<file path="src/rtl/reg_file.sv">
// Multi-ported register file: one synchronous write port, two combinational read ports.
// Define REG_FILE_BYPASS_EN to forward same-cycle write data to matching read ports.
module reg_file #(
  parameter int WIDTH   = 8,
  parameter int DEPTH   = 8,
  parameter int ADDR_W  = 3,
  parameter int ZERO_R0 = 1
) (
  input  logic              CLK,
  input  logic              RST_N,
  input  logic              WE,
  input  logic [ADDR_W-1:0] WADDR,
  input  logic [WIDTH-1:0]  WDATA,
  input  logic [ADDR_W-1:0] RADDR_A,
  input  logic [ADDR_W-1:0] RADDR_B,
  output logic [WIDTH-1:0]  RDATA_A,
  output logic [WIDTH-1:0]  RDATA_B
);

  // One extra bit so DEPTH == 2**ADDR_W is representable in the range compare.
  localparam logic [ADDR_W:0] DEPTH_W = (ADDR_W + 1)'(DEPTH);

  logic [WIDTH-1:0] mem [DEPTH];
  logic             write_en;

  // True for addresses that map onto a real, writable/readable storage entry.
  function automatic logic entry_live(input logic [ADDR_W-1:0] addr);
    return ({1'b0, addr} < DEPTH_W) && !((ZERO_R0 != 0) && (addr == '0));
  endfunction

  assign write_en = RST_N && WE && entry_live(WADDR);

  // NOTE: the array is cleared by reset because every entry must read zero after
  // the reset edge; this forces flops rather than a RAM macro.
  always_ff @(posedge CLK) begin
    if (!RST_N) begin
      for (int i = 0; i < DEPTH; i++) begin
        // NOTE: non-blocking assignment for all clocked state so reads in the same
        // edge see pre-edge values regardless of process ordering.
        mem[i] <= '0;
      end
    end else if (write_en) begin
      mem[WADDR] <= WDATA;
    end
  end

  always_comb begin
    // NOTE: outputs get a default first so every path assigns them and no latch forms.
    RDATA_A = '0;
    RDATA_B = '0;
    if (entry_live(RADDR_A)) RDATA_A = mem[RADDR_A];
    if (entry_live(RADDR_B)) RDATA_B = mem[RADDR_B];
`ifdef REG_FILE_BYPASS_EN
    // write_en already excludes the zero entry and out-of-range addresses.
    if (write_en && (RADDR_A == WADDR)) RDATA_A = WDATA;
    if (write_en && (RADDR_B == WADDR)) RDATA_B = WDATA;
`endif
  end

endmodule

</file>
<file path="config.mk">
export PLATFORM = sky130hd
export DESIGN_NAME = reg_file
export DESIGN_NICKNAME = d
export VERILOG_FILES = /design/src/rtl/reg_file.sv
export SDC_FILE = /design/constraint.sdc
export NUM_CORES = 1
export LEC_CHECK = 0
export BUFFER_PORTS_ARGS = -buffer_cell sky130_fd_sc_hd__buf_2
export CORE_MARGIN = 3
export CORE_UTILIZATION = 58
export CTS_CLUSTER_DIAMETER = 150
export CTS_CLUSTER_SIZE = 16
export DETAILED_ROUTE_END_ITERATION = 7
export PLACE_DENSITY = 0.79
export SLEW_MARGIN = 20
export SYNTH_ARGS = -nofsm -noshare
export SYNTH_HDL_FRONTEND = slang
export SYNTH_SLANG_ARGS = --single-unit
</file>
<file path="constraint.sdc">
create_clock -name CLK -period 2.1 [get_ports CLK]
set_input_delay 0.315 -clock CLK [delete_from_list [all_inputs] [get_ports CLK]]
set_output_delay 0.315 -clock CLK [all_outputs]
set_load 0.1 [all_outputs]
</file>
==> results.cfg, run 1 <==
[status]
status = finished clean

[worst_setup_path]
crit_family = buffers and inverters
crit_buf_inv = 3
cpPeakStageDelay_ns = 0.47
crit_path_end_kind = output port
crit_top_cell = buf_2
crit_type = input port to output port
crit_chain = buf_2 -> nor2b_4 -> buf_4 -> a221oi_2 -> a221oi_4 -> buf_2
worstPathMaxFanout = 5
worstPathRequired_ns = 1.78
worst-endpoint-arrival_ns = 1.73
startpoint_type = input port
critPathSlowestCell = buf_2

[detailed_routing]
ant_nets = 0
vias_per_cell = 6.283
drt-pass1-iter-count = 4
wl_per_cell_microns = 23.77
routed_wirelength_mm = 8.891
drt_iter0_drc = 183
drt_drc_violations_left = 0
vias = 2350

[synth]
synth_enable_flop_cells = 56
synth_fa_ha_area_share_pct = 0
ys.flop_type = edfxtp_1
synth_seq_cells = 56
ys_async_sr_fraction_pct = 0
synth-simple-area-share_pct = 15.80
postSynthAreaPerCell_sq_um = 13.31
synthXorXnorAreaFrac_pct = 0
yosysUniqueCellTypes = 28
synthMuxAreaShare_pct = 13.46
synth_area_sq_um = 3262
synth_cells = 245
yosys_warnings = 0
synth_nets = 265
synth_top_family_by_area = simple AND/OR/NAND/NOR gates
synth_compound_area_share_pct = 14.12
seq_area_frac_synth_pct = 51.55

[place]
place.gp.congestion = 0.8720
post-place-ws_ns = 0.03467
hpwl_mm = 6.308
portBuffers = 35

[min_path]
worst_hold_startpoint = WDATA[6]
hold_end = mem[1][6]$_SDFFCE_PN0P_
min_path_cells = 2
hold_path.class = input port to register

[cts]
cts_tree = built
clk_pin_slew_ns = 0.09
cts_max_path_buffers = 2
htree_levels = 2
holdBufCountCts = 0
root_buffer = clkbuf_8
cts_buffers = 5
cts.sinks = 56

[floorplan]
initial_core_util_pct = 61.89
pin_count = 36
rows = 26
fp.dieArea_sq_um = 6559
die_h_microns = 80.99
fp.coreArea_sq_um = 5270
fp.dieW_microns = 80.99

[pwr]
seq_power_share_pct = 48.2
p_per_area_nw_per_um2 = 672.1
combPwrFrac_pct = 31.3
vdd_drop_max_uv = 473.2
p_sw_mw = 0.9356
power.leakage_nw = 1.564
p_sw_share_pct = 33.61
clkPwrFrac_pct = 20.5
p_int_mw = 1.848

[finish]
top_register = mem
reg_top3 = mem (56)
final_cell_mix = and2_1 (57), edfxtp_1 (56), buf_4 (34)
synthToLayoutAreaGrowth_pct = 26.97
drive_above_1_share_pct = 39.80
largest_reg_flops = 56
nNetsFinal = 324
antenna_cells = 0
fin_util_pct = 78.59
layout_commonest_cell = and2_1

[sta]
worst_pin_slew_ns = 0.6701
finalCritPeriodShare_pct = 97.20
fin_crit_ns = 2.041
relSlewSlack_pct = 55.16
drv_slew = 0
setup_ws_ns = 0.05875
hold_viol_final = 0
rsz0062_at_grt = no
fmax_mhz = 489.9
setup_viol = 0

[global_route]
grt_pass1_vias = 2511
grt_pass1_wl_mm = 13.75
grt_util_all_layers_pct = 29.53
antenna_found_initial = 0
grt_max_degree = 16
grt_overflow_total = 0

[flow_run]
drv_cap = 0
[area by class of cell]
type | count | area, sq um
Inverter | 1 | 3.754
Tap cell | 70 | 87.58
Sequential cell | 56 | 1682
Multi-Input combinational cell | 170 | 1642
Clock buffer | 6 | 72.57
Fill cell | 327 | 1129
Timing Repair Buffer | 70 | 649.4
Clock inverter | 1 | 5.005
[power by group through the flow]
stage,clock (mW),combinational [mW],sequential [mW]
after floorplan,0,0.599,1.35
after global placement,0,0.837,1.36
after detailed placement,0,0.852,1.36
after CTS,0.566,0.858,1.34
after global routing,0.609,0.904,1.35
final,0.571,0.871,1.34
[cells by family (layout without fill, tap and decap cells)]
kind of cell           after synthesis  count (layout)
AOI/OAI and AO/OA                   47              47
buffers and inverters               19              78
DFF                                 56              56
muxes                               40              40
and+or+nand+nor                     83              83
[metrics by stage]
stage / power, mW / instance area (sq um) / std cells / hold slack (ns) / setup TNS, ns
after detailed placement: 2.217 / 4024 / 367 / 0.6643 / 0
after floorplan: 1.948 / 3476 / 245 / 0.5132 / -0.8354
after global placement: 2.195 / 4024 / 367 / 0.6563 / 0
after global routing: 2.863 / 4141 / 374 / 0.3460 / 0
after CTS: 2.763 / 4106 / 374 / 0.3410 / 0
final: 2.784 / 4141 / 374 / 0.3445 / 0
[metal layers]
metal | wire (microns) | GRT usage (%) | vias to the layer above
li1 | - | - | 1051
met1 | 3326 | 37.02 | 1172
met2 | 4706 | 52.87 | 117
met3 | 756 | 3.437 | 10
met4 | 103 | 9.966 | 0
met5 | 0 | 0 | -
[worst max path at each step]
stage / cells after the start / end / startpoint
floorplan: 5 / RDATA_A[5] / RADDR_A[0]
global placement: 7 / RDATA_A[3] / RADDR_A[0]
detailed placement: 7 / RDATA_A[3] / RADDR_A[0]
CTS: 5 / RDATA_A[3] / mem[2][3]$_SDFFCE_PN0P_
global route: 7 / RDATA_A[4] / RADDR_A[0]
finish: 6 / RDATA_A[0] / RADDR_A[0]
[synth_stat cells (5+ instances only)]
master,number,share of area [%]
a211oi_1,8,1.8
a221oi_1,8,2.1
a221oi_2,14,6.4
a311oi_1,8,2.1
and2_1,57,11
buf_2,7,1.1
edfxtp_1,56,52
mux2_2,11,3.8
mux2_4,5,2.3
mux2i_1,24,7.4
nor2_1,6,0.69
nor2b_1,10,1.9
o21ai_0,6,0.92
[repair_timing]
action                                  4_1_cts  5_1_grt
endpoints found under the setup margin        2        7
buffers inserted                              0        0
resized for setup                             2       10
Note: power is estimated with default switching activity, not from simulation.
==> run 2: changes to the inputs <==
==> constraint.sdc (replaced) <==
create_clock -name CLK -period 2.1 [get_ports CLK]
set_input_delay 0.105 -clock CLK [delete_from_list [all_inputs] [get_ports CLK]]
set_output_delay 0.105 -clock CLK [all_outputs]
set_load 0.1 [all_outputs]
==> run 2 against run 1 <==
Worst hold slack worse by 0.21 ns. Clock power is 42% higher. Global-route usage is 2.5 points lower. Clock-buffer cell count is 1 lower. First-iteration DRC count is 9.8% higher.
==> results.cfg, run 2 (synthesized netlist as in run 1, its figures left out) <==
[detailed_routing]
met3WireLength_microns = 732
drt-pass1-iter-count = 4
highest_layer = met4
wl_per_cell_microns = 22.67
wirelength_met1_mm = 3.085
vias_per_cell = 6.136
drt_iter0_drc = 201
ant_nets = 0
route.met2.wl_mm = 4.237
drt_drc_violations_left = 0
vias = 2209
routed_wirelength_mm = 8.162

[cts]
cts.sinks = 56
root_buffer = clkbuf_8
cts_tree = built
cts_max_path_buffers = 2
cts_buffers = 5
clk_pin_slew_ns = 0.10
htree_levels = 2
cts_setup_buffers = 0
holdBufCountCts = 0
post_cts_resized = 0

[worst_setup_path]
crit_chain = mux2_2 -> a221oi_1 -> a221oi_4 -> buf_2
crit_start = mem[2][2]$_SDFFCE_PN0P_
worst-endpoint-arrival_ns = 1.80
startpoint_type = register
cpPeakStageDelay_ns = 0.43
crit_family = compound AO/OA/AOI/OAI gates
worstPathMaxFanout = 2
worstPathRequired_ns = 2.00
crit_type = register to output port
critPathSlowestCell = edfxtp_1
crit_buf_inv = 1
crit_path_end_kind = output port

[finish]
synthToLayoutAreaGrowth_pct = 18.22
final_area_sq_um = 3856
n_fill_cell = 368
layout_commonest_cell = and2_1
final_cell_mix = and2_1 (57), edfxtp_1 (56), buf_2 (26)
reg_top3 = mem (56)
antenna_cells = 0
top_register = mem
drive_above_1_share_pct = 33.45
largest_reg_flops = 56
nNetsFinal = 310
fin_util_pct = 73.17

[min_path]
worst_hold_startpoint = WDATA[5]
hold_end = mem[6][5]$_SDFFCE_PN0P_
min_path_cells = 2
hold_path.class = input port to register

[place]
portBuffers = 35
post-place-ws_ns = 0.2137
placed_cell_area_sq_um = 3727
hpwl_mm = 5.618
place.gp.congestion = 0.8399

[floorplan]
pin_count = 36
rows = 26
fp.dieW_microns = 80.99
initial_core_util_pct = 61.89
fp.coreArea_sq_um = 5270
die_h_microns = 80.99
fp.dieArea_sq_um = 6559

[sta]
fin_crit_ns = 1.903
drv_slew = 0
holdWs_ns = 0.1385
worst_pin_slew_ns = 0.7757
fmax_mhz = 525.5
setup_ws_ns = 0.1970
rsz0062_at_grt = no
setup_viol = 0
relSlewSlack_pct = 48.09
finalCritPeriodShare_pct = 90.62
hold_viol_final = 0

[status]
status = finished clean

[global_route]
grt_pass1_vias = 2285
grt_pass1_wl_mm = 12.61
antenna_found_initial = 0
grt_util_all_layers_pct = 27.02
grt_max_degree = 21
grt_overflow_total = 0

[pwr]
power.leakage_nw = 1.458
p_per_area_nw_per_um2 = 754.0
vdd_drop_max_uv = 536.5
power_mw = 2.908

[flow_run]
drv_cap = 0
[run 2: metal layers]
layer | vias up | track usage (%)
met3 | 10 | 3.659
met2 | 94 | 47.78
li1 | 1033 | -
met5 | - | 0
met4 | 0 | 6.588
met1 | 1072 | 35.14
[run 2: area by class of cell]
type                            count  area (sq um)  share of cell area [%]
Sequential cell                    56          1682                   43.61
Multi-Input combinational cell    170          1486                   38.55
Timing Repair Buffer               56         467.9                   12.13
Tap cell                           70         87.58                   2.271
Clock buffer                        5         68.82                   1.785
Clock inverter                      2         60.06                   1.557
Inverter                            1         3.754                 0.09734
[run 2: power by group]
group	internal [mW]	leakage (nW)	switching [mW]
combinational	0.253	0.857	0.509
sequential	1.30	0.537	0.0372
clock	0.469	0.0642	0.339
[run 2: how the worst max path moves through the flow]
| stage | cells past startpoint | slack (ns) | endpoint |
|---|---|---|---|
| 4_1_cts | 4 | 0.16 | RDATA_A[2] |
| 3_3_place_gp | 5 | 0.24 | RDATA_A[4] |
| 2_1_floorplan | 3 | -0.96 | RDATA_B[0] |
| 5_1_grt | 4 | 0.09 | RDATA_A[4] |
| 3_5_place_dp | 5 | 0.21 | RDATA_A[5] |
| 6_report | 4 | 0.20 | RDATA_A[2] |
[run 2: stage by stage]
| stage | instances | setup TNS, ns |
|---|---|---|
| floorplan | 245 | -7.740 |
| global placement | 353 | 0 |
| detailed placement | 353 | 0 |
| CTS | 360 | 0 |
| global route | 360 | 0 |
| finish | 360 | 0 |
